<file path="config.mk">
export PLATFORM = sky130hd
export DESIGN_NAME = dm_cache_ctrl_arb
export DESIGN_NICKNAME = d
export VERILOG_FILES = /design/src/rtl/dm_cache_pkg.sv /design/src/rtl/rr_arbiter.sv /design/src/rtl/dm_cache_ctrl_arb.sv
export SDC_FILE = /design/constraint.sdc
export NUM_CORES = 1
export LEC_CHECK = 0
export ABC_CLOCK_PERIOD_IN_PS = 4900
export CELL_PAD_IN_SITES_DETAIL_PLACEMENT = 0
export CELL_PAD_IN_SITES_GLOBAL_PLACEMENT = 1
export CORE_AREA = 2 2 132 134
export CTS_CLUSTER_SIZE = 14
export DETAILED_ROUTE_END_ITERATION = 6
export DIE_AREA = 0 0 134 136
export PLACE_DENSITY_LB_ADDON = 0.1
export REMOVE_ABC_BUFFERS = 1
export SLEW_MARGIN = 20
export SYNTH_ARGS = -nofsm -noshare
export SYNTH_HDL_FRONTEND = slang
export SYNTH_HIERARCHICAL = 1
export SYNTH_SLANG_ARGS = --single-unit
</file>
<file path="constraint.sdc">
create_clock -name clk -period 4.9 [get_ports clk]
set_clock_uncertainty 0.15 [all_clocks]
set_input_delay 0.98 -clock clk [delete_from_list [all_inputs] [get_ports clk]]
set_output_delay 0.98 -clock clk [all_outputs]
set_load 0.02 [all_outputs]
</file>
<file path="src/rtl/dm_cache_pkg.sv">
// rtl/dm_cache_pkg.sv - shared types, default widths and address helpers for the cache controller
package dm_cache_pkg;

   localparam int DEF_NUM_REQ = 2;
   localparam int DEF_ADDR_W  = 8;
   localparam int DEF_DATA_W  = 8;
   localparam int DEF_INDEX_W = 3;
   localparam int DEF_CNT_W   = 16;
   localparam int DEF_TAG_W   = DEF_ADDR_W - DEF_INDEX_W;

   typedef enum logic [1:0] {
      IDLE   = 2'd0,
      LOOKUP = 2'd1,
      FILL   = 2'd2,
      RESP   = 2'd3
   } state_t;

   // Line index: low address bits select the direct-mapped line.
   function automatic logic [DEF_INDEX_W-1:0] idx_of(input logic [DEF_ADDR_W-1:0] addr);
      return addr[DEF_INDEX_W-1:0];
   endfunction

   // Tag: everything above the index, compared in full.
   function automatic logic [DEF_TAG_W-1:0] tag_of(input logic [DEF_ADDR_W-1:0] addr);
      return addr[DEF_ADDR_W-1:DEF_INDEX_W];
   endfunction

endpackage

</file>
<file path="src/rtl/rr_arbiter.sv">
// rtl/rr_arbiter.sv - combinational round-robin pick starting at the pointer
module rr_arbiter #(
   parameter int NUM_REQ = 2,
   parameter int PTR_W   = 1
) (
   input  logic [NUM_REQ-1:0] req,
   input  logic [PTR_W-1:0]   ptr,
   output logic [NUM_REQ-1:0] gnt,
   output logic [PTR_W-1:0]   gnt_idx,
   output logic               gnt_valid
);

   logic [PTR_W-1:0] pos;

   // Scan from farthest to nearest so the nearest set request at/after ptr wins.
   always_comb begin
      gnt       = '0;
      gnt_idx   = '0;
      gnt_valid = 1'b0;
      pos       = '0;
      for (int k = NUM_REQ - 1; k >= 0; k--) begin
         pos = PTR_W'((int'(ptr) + k) % NUM_REQ);
         if (req[pos]) begin
            gnt_valid = 1'b1;
            gnt_idx   = pos;
         end
      end
      if (gnt_valid) begin
         gnt[gnt_idx] = 1'b1;
      end
   end

endmodule

</file>
<file path="src/rtl/dm_cache_ctrl_arb.sv">
// rtl/dm_cache_ctrl_arb.sv - read-only direct-mapped cache shared by round-robin requesters
module dm_cache_ctrl_arb
   import dm_cache_pkg::*;
#(
   parameter int NUM_REQ = DEF_NUM_REQ,
   parameter int ADDR_W  = DEF_ADDR_W,
   parameter int DATA_W  = DEF_DATA_W,
   parameter int INDEX_W = DEF_INDEX_W,
   parameter int CNT_W   = DEF_CNT_W
) (
   input  logic                      clk,
   input  logic                      rst,
   input  logic [NUM_REQ-1:0]        req_valid,
   input  logic [NUM_REQ*ADDR_W-1:0] req_addr,
   output logic [NUM_REQ-1:0]        req_ready,
   output logic [NUM_REQ-1:0]        resp_valid,
   output logic [DATA_W-1:0]         resp_data,
   output logic                      resp_hit,
   output logic                      mem_req,
   output logic [ADDR_W-1:0]         mem_addr,
   input  logic                      mem_ack,
   input  logic [DATA_W-1:0]         mem_data,
   output logic                      busy,
   output logic [CNT_W-1:0]          hit_cnt,
   output logic [CNT_W-1:0]          miss_cnt
);

   localparam int LINES = 2 ** INDEX_W;
   localparam int TAG_W = ADDR_W - INDEX_W;
   localparam int PTR_W = (NUM_REQ > 1) ? $clog2(NUM_REQ) : 1;

   state_t             state_q, state_d;
   logic [PTR_W-1:0]   rr_ptr_q, owner_q, gnt_idx;
   logic [NUM_REQ-1:0] gnt;
   logic               gnt_any;
   logic [ADDR_W-1:0]  addr_q;
   logic [LINES-1:0]   valid_q;
   logic [TAG_W-1:0]   tag_q  [LINES];
   logic [DATA_W-1:0]  data_q [LINES];
   logic [INDEX_W-1:0] lk_idx;
   logic [TAG_W-1:0]   lk_tag;
   logic               lk_hit;

   rr_arbiter #(
      .NUM_REQ (NUM_REQ),
      .PTR_W   (PTR_W)
   ) u_arb (
      .req       (req_valid),
      .ptr       (rr_ptr_q),
      .gnt       (gnt),
      .gnt_idx   (gnt_idx),
      .gnt_valid (gnt_any)
   );

   assign lk_idx = addr_q[INDEX_W-1:0];
   assign lk_tag = addr_q[ADDR_W-1:INDEX_W];
   assign lk_hit = valid_q[lk_idx] && (tag_q[lk_idx] == lk_tag);
   assign busy   = (state_q != IDLE);

   // State register.
   always_ff @(posedge clk) begin
      if (rst) begin
         state_q <= IDLE;
      end else begin
         state_q <= state_d;
      end
   end

   // Next state plus the combinational grant and response strobes.
   always_comb begin
      state_d    = state_q;
      req_ready  = '0;
      resp_valid = '0;
      case (state_q)
         IDLE: begin
            req_ready = gnt;
            if (gnt_any) begin
               state_d = LOOKUP;
            end
         end
         LOOKUP: state_d = lk_hit ? RESP : FILL;
         FILL: begin
            if (mem_ack) begin
               state_d = RESP;
            end
         end
         RESP: begin
            resp_valid[owner_q] = 1'b1;
            state_d             = IDLE;
         end
         default: state_d = IDLE;
      endcase
   end

   // Capture the granted request and advance the round-robin pointer past it.
   always_ff @(posedge clk) begin
      if (rst) begin
         rr_ptr_q <= '0;
         owner_q  <= '0;
         addr_q   <= '0;
      end else if (state_q == IDLE && gnt_any) begin
         addr_q   <= req_addr[gnt_idx*ADDR_W +: ADDR_W];
         owner_q  <= gnt_idx;
         rr_ptr_q <= (gnt_idx == PTR_W'(NUM_REQ - 1)) ? '0 : gnt_idx + PTR_W'(1);
      end
   end

   // Lookup result, fill handshake, valid bits and saturating counters.
   always_ff @(posedge clk) begin
      if (rst) begin
         valid_q   <= '0;
         resp_data <= '0;
         resp_hit  <= 1'b0;
         mem_req   <= 1'b0;
         mem_addr  <= '0;
         hit_cnt   <= '0;
         miss_cnt  <= '0;
      end else begin
         case (state_q)
            LOOKUP: begin
               if (lk_hit) begin
                  resp_data <= data_q[lk_idx];
                  resp_hit  <= 1'b1;
                  if (hit_cnt != '1) hit_cnt <= hit_cnt + CNT_W'(1);
               end else begin
                  mem_req  <= 1'b1;
                  mem_addr <= addr_q;
                  if (miss_cnt != '1) miss_cnt <= miss_cnt + CNT_W'(1);
               end
            end
            FILL: begin
               if (mem_ack) begin
                  valid_q[lk_idx] <= 1'b1;
                  resp_data       <= mem_data;
                  resp_hit        <= 1'b0;
                  mem_req         <= 1'b0;
               end
            end
            RESP:    resp_hit <= 1'b0;
            default: ;
         endcase
      end
   end

   // Line storage; a reset arriving with the ack abandons the write.
   always_ff @(posedge clk) begin
      if (!rst && state_q == FILL && mem_ack) begin
         tag_q[lk_idx]  <= lk_tag;
         data_q[lk_idx] <= mem_data;
      end
   end

endmodule

</file>
==> metrics.log <==
[metrics] outcome: completed
[metrics] hold buffers post-CTS: 0
[metrics] CTS clk-pin slew, worst paths: 60 ps
[metrics] via total after detailed routing: 4,773
[metrics] final design area excluding fillers: just over 9000 sq um
[metrics] CTS Buf Count: 17
[metrics] Worst VDD drop: between 0.3 and 0.4 mV
[metrics] peak clock frequency supported by timing: ~280 MHz
[metrics] critical path class: reg2reg
[metrics] All-Layer GR Usage: 18.69%
[metrics] post-synthesis adder-cell area fraction: 1.170%
[metrics] antenna violations before repair: 0
[metrics] H-tree level count: 4
[metrics] ratio of cells with drive above 1 in the final layout: 13.37%
[metrics] relative area change from synthesis to final layout: 21.50%
[metrics] number of sinks handled by clock tree synthesis: 177
[metrics] RSZ-0062 raised after global routing: false
[metrics] launching element type of the critical path: register
[metrics] CTS Buffer Depth: 2
[metrics] fraction of the mapped netlist area in simple logic gates: 11.43%
[metrics] power density cells: 458.3 nW/um^2
[metrics] P_leak: ~0.0032 uW
[metrics] die outline area: 18,220 sq um
[metrics] total DRC errors in the routed layout: 0
[metrics] source-to-sink clock delay at the later pin of the worst-skew pair: 420 ps
[metrics] number of different library cells in the post-synthesis netlist: 56
[metrics] weighted congestion reported at the end of routability-driven placement: 0.7357
[metrics] sequential cell area fraction in the yosys report: between 60% and 70%
[metrics] critical path arrival: 3760 ps
[metrics] area share of the largest cell type after synthesis: between 40% and 50%
[metrics] post-synthesis cell area: ~7500 sq um
[metrics] IO Pins: 84
[metrics] Std-Cell Core Area: 16,880 sq um
[metrics] Std-Cell Rows: 48
[metrics] vertical die dimension: 136 um
[metrics] worst min path class: reg2reg
[metrics] final cell utilization of the core: between 50% and 60%
[metrics] final hold violations: 0
[metrics] Post-CTS Setup Inserts: 0
[metrics] Starting DRT DRC Count: around 400
[metrics] CTS tree: done
[metrics] portion of netlist area occupied by mux cells: 12.79%
[metrics] flip-flop and latch count after synthesis: about 180
[metrics] post-route ant nets: 0
[metrics] total grt overflow: 0
[metrics] part of the cycle the worst path needs: 72.43%
[metrics] vias in the first global route: 4,673
[metrics] largest net degree at the start of global routing: 43
[metrics] # resized after CTS: 0
[metrics] actual slew at the worst max-slew pin: 1051 ps
[metrics] accumulated negative setup slack: 0 ps
[metrics] xor/xnor share of the synthesized area: 1.053%
[metrics] effective utilization at floorplan: 44.35%
[metrics] headroom to the max-slew limit: about 30%
[metrics] number of standard cells after synthesis: 559
[metrics] Avg Inst Size Synth: about 13 sq um
[metrics] Detail Placement HPWL: 10,420 um
[metrics] Max-cap violations: 0
[metrics] Initial DRT Pass Iterations: 4
[metrics] total routed wirelength: 15,990 um
[metrics] total placed instance area: 8522 sq um
[metrics] endpoint class of the critical path: register
[metrics] first-pass GRT wire length: 25,810 um
[metrics] endpoints failing setup: 0
[metrics] number of flops mapped to enable cells by yosys: 104
[metrics] Vias per Instance: 5.405
[metrics] top fanout value on the critical path: 17
[metrics] number of nets in the final layout: 681
[metrics] combinational family with the most area after synthesis: multiplexers
[metrics] Die X: 134 um
[metrics] max-slew violation count: 0
[metrics] CTS Root Cell: clkbuf_16
[metrics] total of warnings raised by yosys: 6
[metrics] fraction of the mapped netlist area in compound gates: a little under a tenth
[metrics] post-layout min period: 3549 ps
[metrics] top cells by area, synth: edfxtp_1, dfxtp_1, mux4_2, mux2i_1, nor2_1
[metrics] Synth area leader: edfxtp_1
[metrics] fraction of registers with async set or reset after synthesis: 0%
[metrics] most frequently used flop master after synthesis: edfxtp_1
[metrics] required time of the critical path: 5110 ps
[metrics] routed length per instance: ~18 um
[metrics] number of diodes added for antenna fixing: 0
[metrics] number of input and output port buffers inserted: 83
## synth_stat cells, types with 4 or more instances
cell type / instances
mux4_2: 23
and2_1: 8
nor2_1: 41
and3_1: 5
a21o_1: 8
ha_1: 7
inv_1: 9
o211a_1: 8
a211oi_1: 15
dfxtp_1: 73
edfxtp_1: 104
buf_2: 6
o21ai_0: 13
nor3_1: 6
nand3_1: 14
nand4_1: 5
o41ai_1: 5
or4_1: 4
a21oi_1: 28
and4_1: 4
mux2i_1: 39
xor2_1: 8
or3_1: 20
nor2b_1: 11
or2_2: 5
nand2_1: 25
clkbuf_1: 14
o311ai_0: 5
## power by group
group / switching [uW] / leakage (uW) / internal (uW)
logic: 506 / 0.00134 / 468
registers: 168 / 0.00154 / 1710
clock network: 566 / 0.000284 / 749
## registers in the layout, summed over array words and instances, names as in the netlist, 2 cells and up, named ones only
signal,cells
resp_data,8
miss_cnt,16
state_q,2
tag_q,40
valid_q,8
addr_q,8
mem_addr,8
data_q,64
hit_cnt,16
## critical path: stages (launching register included)
cell     delay, ps
dfxtp_1        890
mux2i_1        190
mux4_2         500
xor2_1         200
and4_1         440
a21oi_4        240
nor3_2         660
o211a_1        220
## worst paths after layout
path	from	endpoint	slack (ps)	cells after the start
max reg2reg	register	resp_data[2]$_SDFFE_PP0P_	1350	7
min reg2reg	valid_q[3]$_SDFFE_PP0P_	valid_q[3]$_SDFFE_PP0P_	300	1
max	register	resp_data[2]$_SDFFE_PP0P_	1350	7
min	valid_q[3]$_SDFFE_PP0P_	valid_q[3]$_SDFFE_PP0P_	300	1
## metrics by stage
stage	power, uW	cells	hold slack (ps)	setup slack [ps]
global placement	2877	851	282.4	1034
detailed placement	2899	851	285.6	1313
global route	4373	883	313.4	1074
floorplan	2505	529	271.1	1298
CTS	4213	883	302.5	1297
finish	4168	883	301.5	1351
## metal layers
| layer | vias to the layer above | GRT usage (%) | wire length, um |
|---|---|---|---|
| met5 | - | 0 | 0 |
| met4 | 0 | 6.619 | 258 |
| met3 | 18 | 3.691 | 643 |
| met2 | 109 | 29.83 | 7824 |
| met1 | 2336 | 25.62 | 7263 |
| li1 | 2310 | - | - |
## layout by cell type, fill, tap and decap left out, types with 3 or more instances in the layout
master | Yosys | layout
a211oi_1 | 15 | 15
a21boi_1 | 3 | 3
a21o_1 | 8 | 8
a21oi_1 | 28 | 28
and2_1 | 8 | 8
and3_1 | 5 | 5
and4_1 | 4 | 4
buf_4 | 2 | 14
clkbuf_16 | 0 | 18
clkdlybuf4s50_1 | 0 | 82
clkinv_2 | 0 | 3
dfxtp_1 | 73 | 72
edfxtp_1 | 104 | 104
ha_1 | 7 | 7
inv_1 | 9 | 9
inv_6 | 0 | 4
mux2_2 | 3 | 3
mux2i_1 | 39 | 39
mux4_2 | 23 | 23
nand2_1 | 25 | 25
nand2b_1 | 3 | 3
nand3_1 | 14 | 14
nand4_1 | 5 | 5
nor2_1 | 41 | 39
nor2b_1 | 11 | 11
nor3_1 | 6 | 5
nor3_2 | 2 | 3
o211a_1 | 8 | 8
o21ai_0 | 13 | 13
o311ai_0 | 5 | 5
o31ai_1 | 3 | 3
o41ai_1 | 5 | 5
or2_2 | 5 | 5
or3_1 | 20 | 20
or4_1 | 4 | 4
xor2_1 | 8 | 8
## final cells by class
cell class / instances / area [sq um]
clock buffer: 21 / 471.7
clock inverter: 11 / 100.1
fill: 1406 / 7782
inverter: 10 / 37.54
multi-input combinational: 342 / 2686
sequential: 177 / 4586
tap: 225 / 281.5
timing repair buffer: 97 / 930.9
## cells by family (layout without fill, tap and decap cells)
group / count (synthesis) / count (layout)
flops: 177 / 177
simple gates: 161 / 161
fa+ha+maj: 7 / 7
compound gates: 99 / 99
buf+inv: 40 / 139
xor+xnor: 9 / 9
mux: 66 / 66
No activity file was read; power rests on OpenSTA's default activity.
